<file path="config.mk">
export PLATFORM = sky130hd
export DESIGN_NAME = eth_link_supervisor
export DESIGN_NICKNAME = d
export VERILOG_FILES = /design/src/rtl/eth_link_supervisor.sv
export SDC_FILE = /design/constraint.sdc
export NUM_CORES = 1
export LEC_CHECK = 0
export BUFFER_PORTS_ARGS = -buffer_cell sky130_fd_sc_hd__buf_2
export CELL_PAD_IN_SITES_DETAIL_PLACEMENT = 1
export CELL_PAD_IN_SITES_GLOBAL_PLACEMENT = 2
export CORE_MARGIN = 2
export CORE_UTILIZATION = 39
export DETAILED_ROUTE_END_ITERATION = 16
export PLACE_DENSITY_LB_ADDON = 0.12
export SYNTH_ARGS = -nofsm -noshare
export SYNTH_HDL_FRONTEND = slang
export SYNTH_SLANG_ARGS = --single-unit
export TNS_END_PERCENT = 5
</file>
<file path="constraint.sdc">
create_clock -name clock -period 4.2 [get_ports clock]
set_input_delay 0.42 -clock clock [delete_from_list [all_inputs] [get_ports clock]]
set_output_delay 0.42 -clock clock [all_outputs]
set_load 0.03 [all_outputs]
</file>
<file path="src/rtl/eth_link_supervisor.sv">
// eth_link_supervisor: bring-up and recovery sequencer for the 10G QSFP port.
// Holds the GT wizard in full reset, waits for GT reset-done and PHY block
// lock, declares link up/down with debounce, and escalates from RX datapath
// resets to full resets when lock never arrives.
// Optional build macro ETH_LINK_SUPERVISOR_STATS_EN adds saturating
// link-down and full-reset event counters; without it both read as zero.
module eth_link_supervisor #(
    parameter int RESET_CYCLES        = 1024,
    parameter int RX_RESET_CYCLES     = 16,
    parameter int LOCK_TIMEOUT_CYCLES = 12500000,
    parameter int DEBOUNCE_CYCLES     = 1250,
    parameter int MAX_RX_RETRIES      = 4,
    parameter int CNT_WIDTH           = 24
) (
    input  logic        clock,
    input  logic        resetn,
    input  logic        gt_reset_tx_done,
    input  logic        gt_reset_rx_done,
    input  logic        rx_block_lock,
    input  logic        rx_high_ber,
    input  logic        qsfp_modprsl,
    input  logic        force_reset,
    output logic        gt_reset_all,
    output logic        gt_reset_rx_datapath,
    output logic        link_up,
    output logic [2:0]  state,
    output logic [2:0]  retry_count,
    output logic [15:0] link_down_count,
    output logic [15:0] full_reset_count
);

    typedef enum logic [2:0] {
        S_RESET     = 3'd0,
        S_WAIT_GT   = 3'd1,
        S_WAIT_LOCK = 3'd2,
        S_UP        = 3'd3,
        S_RX_RESET  = 3'd4,
        S_ABSENT    = 3'd5
    } state_e;

    // Terminal counts: a state that waits N cycles exits when timer == N-1.
    localparam logic [CNT_WIDTH-1:0] ONE        = CNT_WIDTH'(1);
    localparam logic [CNT_WIDTH-1:0] RESET_LAST = CNT_WIDTH'(RESET_CYCLES - 1);
    localparam logic [CNT_WIDTH-1:0] RX_LAST    = CNT_WIDTH'(RX_RESET_CYCLES - 1);
    localparam logic [CNT_WIDTH-1:0] TO_LAST    = CNT_WIDTH'(LOCK_TIMEOUT_CYCLES - 1);
    localparam logic [CNT_WIDTH-1:0] DEB_LAST   = CNT_WIDTH'(DEBOUNCE_CYCLES - 1);
    localparam logic [2:0]           MAX_RETRY  = 3'(MAX_RX_RETRIES);

    // Synchronizer bit order: {modprsl, high_ber, block_lock, rx_done, tx_done}.
    // modprsl resets to 1 so the module reads as absent until proven present.
    localparam logic [4:0] SYNC_RST = 5'b10000;

    logic [4:0]           sync1_q, sync2_q;
    logic                 tx_done_s, rx_done_s, lock_s, ber_s, modprsl_s;
    state_e               state_q, state_d;
    logic [CNT_WIDTH-1:0] timer_q, timer_d;
    logic [CNT_WIDTH-1:0] deb_q, deb_d;
    logic [2:0]           retry_q, retry_d;
    logic                 gt_reset_all_q, rx_dp_q, link_up_q;
    logic                 restart, changed, gt_done, good;

    // Two-flop synchronizers for every asynchronous / rx_clk-domain input.
    always_ff @(posedge clock or negedge resetn) begin
        if (!resetn) begin
            sync1_q <= SYNC_RST;
            sync2_q <= SYNC_RST;
        end else begin
            sync1_q <= {qsfp_modprsl, rx_high_ber, rx_block_lock,
                        gt_reset_rx_done, gt_reset_tx_done};
            sync2_q <= sync1_q;
        end
    end

    assign tx_done_s = sync2_q[0];
    assign rx_done_s = sync2_q[1];
    assign lock_s    = sync2_q[2];
    assign ber_s     = sync2_q[3];
    assign modprsl_s = sync2_q[4];
    assign gt_done   = tx_done_s & rx_done_s;
    assign good      = lock_s & ~ber_s;

    // Next-state, timer, debounce and retry bookkeeping.
    always_comb begin
        state_d = state_q;
        timer_d = timer_q + ONE;
        deb_d   = '0;
        retry_d = retry_q;
        restart = 1'b0;
        if (modprsl_s) begin
            state_d = S_ABSENT;
        end else if (force_reset) begin
            // A forced reset always restarts the reset window, even from S_RESET.
            state_d = S_RESET;
            restart = 1'b1;
        end else begin
            case (state_q)
                S_RESET: begin
                    if (timer_q == RESET_LAST) state_d = S_WAIT_GT;
                end
                S_WAIT_GT: begin
                    if (gt_done)                  state_d = S_WAIT_LOCK;
                    else if (timer_q == TO_LAST)  state_d = S_RESET;
                end
                S_WAIT_LOCK: begin
                    // Debounce completion wins over a coincident timeout.
                    if (good && deb_q == DEB_LAST)  state_d = S_UP;
                    else if (timer_q == TO_LAST)    state_d = (retry_q < MAX_RETRY) ? S_RX_RESET : S_RESET;
                    else if (good)                  deb_d = deb_q + ONE;
                end
                S_RX_RESET: begin
                    if (timer_q == RX_LAST) state_d = S_WAIT_GT;
                end
                S_UP: begin
                    if (!gt_done)                     state_d = S_WAIT_GT;
                    else if (!good && deb_q == DEB_LAST) state_d = S_WAIT_LOCK;
                    else if (!good)                   deb_d = deb_q + ONE;
                end
                S_ABSENT: begin
                    state_d = S_RESET;
                end
                default: begin
                    state_d = S_RESET;
                end
            endcase
        end

        changed = (state_d != state_q) || restart;
        if (changed) begin
            timer_d = '0;
            deb_d   = '0;
        end

        // Retries count RX datapath resets since the last full reset or link-up.
        if (changed && state_d == S_RESET)                   retry_d = '0;
        else if (state_d == S_UP && state_q != S_UP)         retry_d = '0;
        else if (state_q == S_WAIT_LOCK && state_d == S_RX_RESET) retry_d = retry_q + 3'd1;
    end

    // FSM register with registered outputs; link_up lags S_UP by one cycle.
    always_ff @(posedge clock or negedge resetn) begin
        if (!resetn) begin
            state_q        <= S_RESET;
            timer_q        <= '0;
            deb_q          <= '0;
            retry_q        <= '0;
            gt_reset_all_q <= 1'b1;
            rx_dp_q        <= 1'b0;
            link_up_q      <= 1'b0;
        end else begin
            state_q        <= state_d;
            timer_q        <= timer_d;
            deb_q          <= deb_d;
            retry_q        <= retry_d;
            gt_reset_all_q <= (state_d == S_RESET) || (state_d == S_ABSENT);
            rx_dp_q        <= (state_d == S_RX_RESET);
            link_up_q      <= (state_q == S_UP);
        end
    end

    assign state                = state_q;
    assign retry_count          = retry_q;
    assign gt_reset_all         = gt_reset_all_q;
    assign gt_reset_rx_datapath = rx_dp_q;
    assign link_up              = link_up_q;

`ifdef ETH_LINK_SUPERVISOR_STATS_EN
    logic [15:0] link_down_q, full_reset_q;

    // Saturating event counters; only resetn clears them.
    always_ff @(posedge clock or negedge resetn) begin
        if (!resetn) begin
            link_down_q  <= '0;
            full_reset_q <= '0;
        end else begin
            if (state_q == S_UP && state_d != S_UP && link_down_q != 16'hFFFF)
                link_down_q <= link_down_q + 16'd1;
            if (changed && state_d == S_RESET && full_reset_q != 16'hFFFF)
                full_reset_q <= full_reset_q + 16'd1;
        end
    end

    assign link_down_count  = link_down_q;
    assign full_reset_count = full_reset_q;
`else
    assign link_down_count  = '0;
    assign full_reset_count = '0;
`endif

endmodule

</file>
==> results of run 1 <==
-- logic make-up after synthesis --
group | Yosys count | share of synthesized area [%]
fa+ha+maj | 4 | 1.42
compound gates | 28 | 5.57
simple gates | 158 | 25.5
mux | 2 | 0.568
flops | 67 | 47.7
xor+xnor | 43 | 10.7
buf+inv | 43 | 8.45
other cells | 1 | 0.106
-- worst max-delay path: cells and delay by family (launching register included) --
family | cells | cell delay [ns]
buffers and inverters | 1 | 0.06
multiplexers | 1 | 0.33
adder cells (fa/ha/maj) | 1 | 0.13
flip-flops | 1 | 0.41
AO/OA/AOI/OAI | 2 | 0.71
AND/OR/NAND/NOR | 4 | 1.17
-- path summary, 6_finish.rpt --
path,start,to,slack [ns],depth (start not counted)
hold reg to reg,sync1_q[2]$_DFF_PN0_,sync2_q[2]$_DFF_PN0_,0.35,0
setup / recovery,deb_q[1]$_DFF_PN0_,retry_count[0]$_DFFE_PN0P_,1.28,9
setup reg to reg,deb_q[1]$_DFF_PN0_,retry_count[0]$_DFFE_PN0P_,1.28,9
max in group asynchronous,resetn,deb_q[1]$_DFF_PN0_,3.11,2
min in group asynchronous,resetn,timer_q[21]$_DFF_PN0_,0.19,1
hold / removal,qsfp_modprsl,sync1_q[4]$_DFF_PN1_,0.16,1
-- through the flow --
step                      std cells  worst slack [ns]  hold slack (ns)  power, uW
final                           479              1.28            0.156       1290
after global routing            479             0.911            0.140       1350
after CTS                       479              1.22            0.139       1320
after detailed placement        463              1.24            0.336        775
after global placement          463              1.34            0.333        774
after floorplan                 377              1.88            0.124        771
-- routing by layer --
layer / part of all wire, % / track usage, %
met3: 2.8 / 3.19
met5: 0 / 0
met1: 47 / 21.3
met2: 49 / 25.2
met4: 2.0 / 7.59
-- final cells by class --
| cell class | count | share of cell area (%) |
|---|---|---|
| clock buffer | 9 | 3.28 |
| sequential | 67 | 44.5 |
| tap | 108 | 3.57 |
| multi-input combinational | 267 | 44.2 |
| clock inverter | 7 | 1.82 |
| inverter | 4 | 0.397 |
| timing repair buffer | 17 | 2.32 |
-- report_power, final --
| group | switching, uW | total [uW] | internal [uW] |
|---|---|---|---|
| Combinational | 81.3 | 96.6 | 15.3 |
| Clock | 261 | 533 | 271 |
| Sequential | 9.52 | 664 | 655 |
| Total | 352 | 1290 | 942 |
-- cells in the final DEF, fill, tap and decap left out, drive strengths merged, types with 5 or more instances in the layout --
cell type / instances
nand2: 17
buf: 17
a21oi: 9
xnor2: 18
nor4: 9
and4: 6
conb: 32
nand4: 8
o21ai: 5
clkbuf: 9
nor3: 7
nor2: 55
dfrtp: 64
and3: 16
nand3: 21
xor2: 25
-- flip-flops by register name, indices dropped and copies added (netlist names) --
name and cells:
gt_reset_rx_datapath 1, sync2_q 5, state 3, deb_q 24, retry_count 3, timer_q 24, sync1_q 5, link_up 1
gt_reset_all 1
==> flow_summary.toml, run 1 <==
[run_status]
status = "completed"

[critical_path]
cp_slowest_stage_delay_ns = 0.41
worstSetupStartpointType = "register"
path_class = "register to register"
cpMaxStageDelayCell = "dfrtp_1"
arrival_ns = 3.18
cp_cell_sequence = "inv_1, ha_1, nor4b_2, nand4_2, o31a_1, nor4_4, mux2i_1, nand2_2, a211oi_1"
required_ns = 4.46
cp_max_fo = 25
crit_path_end_kind = "register"

[cts]
htree_levels = 3
insertion_delay_ns = 0.36
cts_tree = "yes"
cts_resized = 0
cts-root-buf = "clkbuf_8"
cts_made_buffers = 9
cts_num_sinks = 67
clk_pin_slew_ns = 0.08
postCtsHoldBufs = 0
cts_setup_buffers = 0
clock_path_buffers = 2

[synth]
async_flop_share_pct = 100
yosysWarnings = 0
netlist_top_cells_area = "dfrtp_1 45%, buf_4 6.8%, xor2_1 6.2%"
ys_types = 50
synth_seq_area_share_pct = 47.7
ys_ff_latch = 67
synth.most_common_cell = "dfrtp_1"
synth_flop_cell = "dfrtp_1"
synth_cells = 346
synth_edf_count = 0
synth_top_area_cell = "dfrtp_1"
syn_avg_cell_area_um2 = 10.2
yosysTopAreaCellShare_pct = 45.4
syn_area_um2 = 3520
synth_common_cells = "64 x dfrtp_1, 45 x nor2_1, 32 x buf_4, 25 x xor2_1, 21 x nand3_1"

[global_route]
grt_max_degree = 41
grt.overflow.total = 0
grt_pass1_wl_um = 12400
antenna_found_initial = 0
track_usage_pct = 16.0
grt_pass1_vias = 2428

[route]
routed_via_density = 5.08
drc = 0
totalWireLength_um = 7300
drtIter0Drc = 48
wl_per_cell_um = 15.2
ant_nets = 0
vias = 2432
drt_first_pass_iters = 4

[timing]
finalHoldViolations = 0
setup_violations = 0
fin_setup_tns_ns = 0
worstMarginPinSlew_ns = 1.06
slew_viol_final = 0
period_needed_ns = 2.92
timing.fmax_mhz = 343
final.setup_skew_ns = 0.0101
slew_headroom_pct = 29.2
grt_setup_unrepaired = "false"
finalCritPeriodShare_pct = 69.5

[run]
drv_cap = 0

[layout]
fin_util_pct = 43.1
num_antenna_cells = 0
final_area_um2 = 3780
fin_nets = 378
multi_input_area_um2 = 1670
regArea_um2 = 1680
areaGrowthSynthToFinish_pct = 7.24
drive_gt1_share_pct = 16.2
n_fill_cell = 1005

[power_and_ir_drop]
p_leak_uw = 0.00162
p_per_area_nw_per_um2 = 342
ir_drop_mv = 0.129

[die]
io_pins = 49
die-area_um2 = 9810
die_y_um = 99.1
core_area_um2 = 8760
die_width_um = 99.1
floorplan.initialDensity_pct = 40.2
rows = 34

[placed_design]
place_congestion = 0.751
post_dp_cell_area_um2 = 3590
hpwl_um = 5140
portBuffers = 16

[hold_path]
hp-class = "input pin to register"
No activity file was read; power rests on OpenSTA's default activity.
==> run 2, diff against run 1 <==
Settings changed: CORE_UTILIZATION 39 to 33.
Clock period 4.2 ns to 2.4 ns, I/O delays scaled along.
==> run 2 against run 1 <==
  * Worst setup slack got worse by 1.3 ns
  * Die area rose by 17%
  * Clock-buffer cell count did not move
  * Non-clock buffer count rose by 54
  * Combinational power rose to 2.6 times the previous value
  * Global-route usage fell by 0.16 points
  * Cell count rose by 17%
  * Hold slack got worse by 0.10 ns
  * Clock power rose by 77%
  * Clock skew rose by 0.0048 ns
  * Routed wire length rose by 13%
  * Critical endpoint is now timer_q[2]$_DFF_PN0_
==> flow_summary.toml, run 2 (synthesized netlist as in run 1, its figures left out) <==
[power_and_ir_drop]
power_uw = 2350
p_switching_uw = 647
swShare_pct = 27.6
pwr-share-comb_pct = 10.6
p_clk_share_pct = 40.2
p_leak_uw = 0.00194
seq_power_share_pct = 49.2
ir_drop_mv = 0.233
p_per_area_nw_per_um2 = 533
intPower_uw = 1700

[route]
wl_per_cell_um = 14.7
highest_layer = "met4"
ant_nets = 0
drtIter0Drc = 61
totalWireLength_um = 8260
vias = 2650
dr_wl_met2_um = 4100
wl_met3_um = 251
wl_met1_um = 3720
drc = 0
drt_first_pass_iters = 4
routed_via_density = 4.72

[hold_path]
hp-class = "input pin to async pin"

[global_route]
grt_max_degree = 68
grt_pass1_vias = 2840
grt_pass1_wl_um = 14100
track_usage_pct = 15.9
antenna_found_initial = 0
grt.overflow.total = 0

[timing]
slew_viol_final = 0
timing.hold.ws_ns = 0.0560
worstMarginPinSlew_ns = 0.857
timing.fmax_mhz = 417
setup_violations = 0
final.setup_skew_ns = 0.0149
period_needed_ns = 2.40
slew_headroom_pct = 42.8
finalCritPeriodShare_pct = 100
grt_setup_unrepaired = "true"
finalHoldViolations = 0

[placed_design]
place_congestion = 0.738
portBuffers = 16
hpwl_um = 5840

[die]
die_width_um = 107
die-area_um2 = 11500
die_y_um = 107
rows = 37
floorplan.initialDensity_pct = 34.0
core_area_um2 = 10400
io_pins = 49

[cts]
htree_levels = 3
cts_made_buffers = 9
cts-root-buf = "clkbuf_8"
cts_num_sinks = 67
insertion_delay_ns = 0.37
clock_path_buffers = 2
cts_tree = "yes"
clk_pin_slew_ns = 0.08

[critical_path]
worstSetupStartpointType = "register"
crit_path_end_kind = "register"
cp_max_fo = 10
path_class = "register to register"
arrival_ns = 2.69
required_ns = 2.69

[run_status]
status = "completed"

[layout]
num_antenna_cells = 0
fin_nets = 432
drive_gt1_share_pct = 29.6
mostFrequentLayoutCell = "dfrtp_1"
areaGrowthSynthToFinish_pct = 24.8
reg_top3 = "deb_q x24, timer_q x24"
final_cell_mix = "64 x dfrtp_1, 46 x buf_4, 37 x nor2_1, 32 x conb_1, 25 x xor2_1"

[run]
drv_cap = 0
[run 2: cell types whose count changed in the layout (fill, tap and decap cells not counted), moves of 2 or more]
cell	before	now
buf_4	1	46
nor2_1	45	37
nor2_2	10	17
dlygate4sd3_1	0	5
buf_12	0	3
nor4_4	1	3
[run 2: per-stage QoR]
stage / worst slack (ns) / util [%] / instance area [um2] / TNS, ns / std cells
after floorplan: 0.0763 / - / 3640 / 0 / 377
final: 0.000661 / 42.4 / 4400 / 0 / 561
after global routing: -0.143 / 42.4 / 4400 / -2.96 / 561
after global placement: -0.0461 / 38.2 / 3960 / -0.800 / 533
after detailed placement: -0.0703 / 38.2 / 3960 / -1.24 / 533
after CTS: 0.00114 / 41.9 / 4350 / 0 / 560
[run 2: metal layers]
layer / track usage (%) / vias to the layer above
met5: 0 / -
met4: 8.24 / 0
met3: 3.03 / 13
met2: 26.6 / 42
met1: 19.4 / 1308
li1: - / 1287
[run 2: path summary, 6_finish.rpt]
path | cells past startpoint | startpoint | end | slack (ns)
min reg2reg | 0 | sync1_q[1]$_DFF_PN0_ | sync2_q[1]$_DFF_PN0_ | 0.35
max | 11 | deb_q[1]$_DFF_PN0_ | timer_q[2]$_DFF_PN0_ | 0.0007
max in group asynchronous | 2 | resetn | deb_q[4]$_DFF_PN0_ | 1.77
min in group clock | 3 | force_reset | state[1]$_DFF_PN0_ | 0.33
max reg2reg | 11 | deb_q[1]$_DFF_PN0_ | timer_q[2]$_DFF_PN0_ | 0.0007
min | 2 | resetn | timer_q[21]$_DFF_PN0_ | 0.06
[run 2: power by group through the flow]
stage | registers (uW) | logic [uW] | clock network, uW
global route | 1160 | 270 | 1020
finish | 1160 | 248 | 945
CTS | 1150 | 242 | 985
detailed placement | 1180 | 205 | 0
global placement | 1180 | 203 | 0
floorplan | 1190 | 163 | 0
[run 2: timing repair]
| action | in CTS | in global routing |
|---|---|---|
| buffers inserted | 5 | 1 |
| gates resized for setup | 10 | 13 |
| cloned | 1 | 0 |
| hold endpoints to repair | 5 | 0 |
| endpoints found under the setup margin | 25 | 25 |
| hold buffers | 5 | 0 |
| pin swaps | 6 | 3 |
[run 2: critical path, cell delays in order, from the launching register on]
cell and delay (ns):
dfrtp_1 0.38, inv_1 0.06, ha_1 0.14, nor4b_4 0.20, nand4_2 0.13, o31a_1 0.29
nor4_4 0.30, mux2i_2 0.30, nand2_2 0.13, buf_12 0.16, buf_12 0.14, nor2_2 0.10
[run 2: layout make-up]
type	instances	area [um2]
clock inverter	7	68.8
multi-input combinational	267	1770
tap	136	170
clock buffer	9	124
sequential	67	1680
timing repair buffer	71	568
inverter	4	15.0
fill	1186	5970
==> run 3, diff against run 2 <==
Settings changed: REMOVE_ABC_BUFFERS from default to 1.
==> run 3 against run 2 <==
  * Clock power up 22%
  * Utilization down 0.60 points
  * Clock-buffer cell count up 4
  * Worst setup slack better by 0.13 ns
  * Sequential power about the same
  * Clock skew down 0.0068 ns
  * Sequential cell count unchanged
  * Cell count down 2.0%
  * Die area unchanged
  * Global-route usage down 0.39 points
  * Cell area down 1.4%
  * Largest cell class unchanged
  * Highest routed layer unchanged
==> flow_summary.toml, run 3 (synthesized netlist as in run 1, its figures left out) <==
[timing]
setup_violations = 0
final.setup_skew_ns = 0.00809
fin_setup_tns_ns = 0
slew_headroom_pct = 57.0
finalCritPeriodShare_pct = 94.6
period_needed_ns = 2.27
timing.fmax_mhz = 440
slew_viol_final = 0
worstMarginPinSlew_ns = 0.645
finalHoldViolations = 0
grt_setup_unrepaired = "true"

[layout]
fin_nets = 421
reg_top3 = "deb_q x24, timer_q x24"
mostFrequentLayoutCell = "dfrtp_1"
drive_gt1_share_pct = 27.5
areaGrowthSynthToFinish_pct = 23.1
stdcell_count = 550
num_antenna_cells = 0
fin_util_pct = 41.8
final_cell_mix = "64 x dfrtp_1, 40 x nor2_1, 36 x buf_4, 32 x conb_1, 25 x xor2_1"

[critical_path]
cp_max_fo = 22
cp_cell_sequence = "ha_4, and4_4, and4b_2, a21oi_1, nor4_4, mux2i_2, nand2_2, buf_12, nor2_2"
cpMaxStageDelayCell = "dfrtp_1"
arrival_ns = 2.55
crit_path_end_kind = "register"
path_class = "register to register"
worstSetupStartpointType = "register"
cp_slowest_stage_delay_ns = 0.40
timing.reg2reg.setup_slack_ns = 0.13
required_ns = 2.68

[route]
totalWireLength_um = 8130
routed_via_density = 4.72
ant_nets = 0
drtIter0Drc = 74
drt_first_pass_iters = 4
wl_per_cell_um = 14.8
vias = 2596
drc = 0

[global_route]
use_met3_pct = 4.06
grt_pass1_vias = 2747
grt_util_met1_pct = 19.3
grt_max_degree = 43
track_usage_pct = 15.5
antenna_found_initial = 0
use_met2_pct = 26.2
busiest_layer = "met2"
grt_pass1_wl_um = 13900
grt.overflow.total = 0

[placed_design]
portBuffers = 16
place_congestion = 0.742
hpwl_um = 5730
dp.cells = 525

[power_and_ir_drop]
ir_drop_mv = 0.239
p_per_area_nw_per_um2 = 582
p_leak_uw = 0.00189

[cts]
clk_pin_slew_ns = 0.07
htree_levels = 3
cts_tree = "yes"
cts_num_sinks = 67
insertion_delay_ns = 0.35
cts-root-buf = "clkbuf_8"
cts_made_buffers = 9
clock_path_buffers = 2

[hold_path]
hp-class = "input pin to register"

[run_status]
status = "completed"

[die]
floorplan.initialDensity_pct = 34.0
die_y_um = 107
io_pins = 49
core_area_um2 = 10400
die-area_um2 = 11500
die_width_um = 107
rows = 37

[run]
drv_cap = 0
-- run 3: worst paths after layout --
kind | start | endpoint | cells after the start
setup reg to reg | timer_q[0]$_DFF_PN0_ | timer_q[4]$_DFF_PN0_ | 9
min in group asynchronous | resetn | timer_q[14]$_DFF_PN0_ | 2
hold / removal | force_reset | state[1]$_DFF_PN0_ | 3
max in group asynchronous | resetn | sync1_q[4]$_DFF_PN1_ | 3
hold reg to reg | sync1_q[0]$_DFF_PN0_ | sync2_q[0]$_DFF_PN0_ | 0
setup / recovery | timer_q[0]$_DFF_PN0_ | timer_q[4]$_DFF_PN0_ | 9
-- run 3: metal layers --
metal | routed length, um | part of all wire (%)
met1 | 3790 | 47
met2 | 3970 | 49
met3 | 259 | 3.2
met4 | 106 | 1.3
met5 | 0 | 0
-- run 3: report_power, final --
group	internal [uW]	total, uW	switching [uW]
Clock	699	1150	452
Sequential	1150	1160	11.0
Combinational	57.4	219	161
Total	1900	2530	624
-- run 3: area by class of cell --
type	instances	area (um2)
clock buffers	13	179
clock inverters	3	67.6
fillers	1163	6030
inverters	4	15.0
multi-input cells	267	1780
flip-flops and latches	67	1680
well taps	136	170
repair buffers	60	450
-- run 3: through the flow --
stage / hold WS (ns) / cell area [um2] / power, uW / setup WS (ns)
after floorplan: -0.0556 / 3360 / 1300 / -0.119
after detailed placement: 0.312 / 3900 / 1380 / -0.0319
final: 0.354 / 4340 / 2530 / 0.129
after CTS: 0.315 / 4230 / 2560 / 0.00144
after global routing: 0.359 / 4340 / 2650 / -0.0235
after global placement: 0.311 / 3900 / 1380 / 0.00527
-- run 3: repair_timing --
item	4_1_cts	5_1_grt
hold buffers	6	0
pin swaps	3	7
setup endpoints to repair	25	27
gates resized for setup	2	21
setup buffers	0	3
hold endpoints to repair	30	0
-- run 3: critical path: cells and delay by family, from the launching register on --
| family | cells | cell delay (ns) |
|---|---|---|
| buffers and inverters | 1 | 0.19 |
| adders and majority gates | 1 | 0.17 |
| and+or+nand+nor | 5 | 1.05 |
| DFF | 1 | 0.40 |
| AOI/OAI and AO/OA | 1 | 0.10 |
| muxes | 1 | 0.29 |
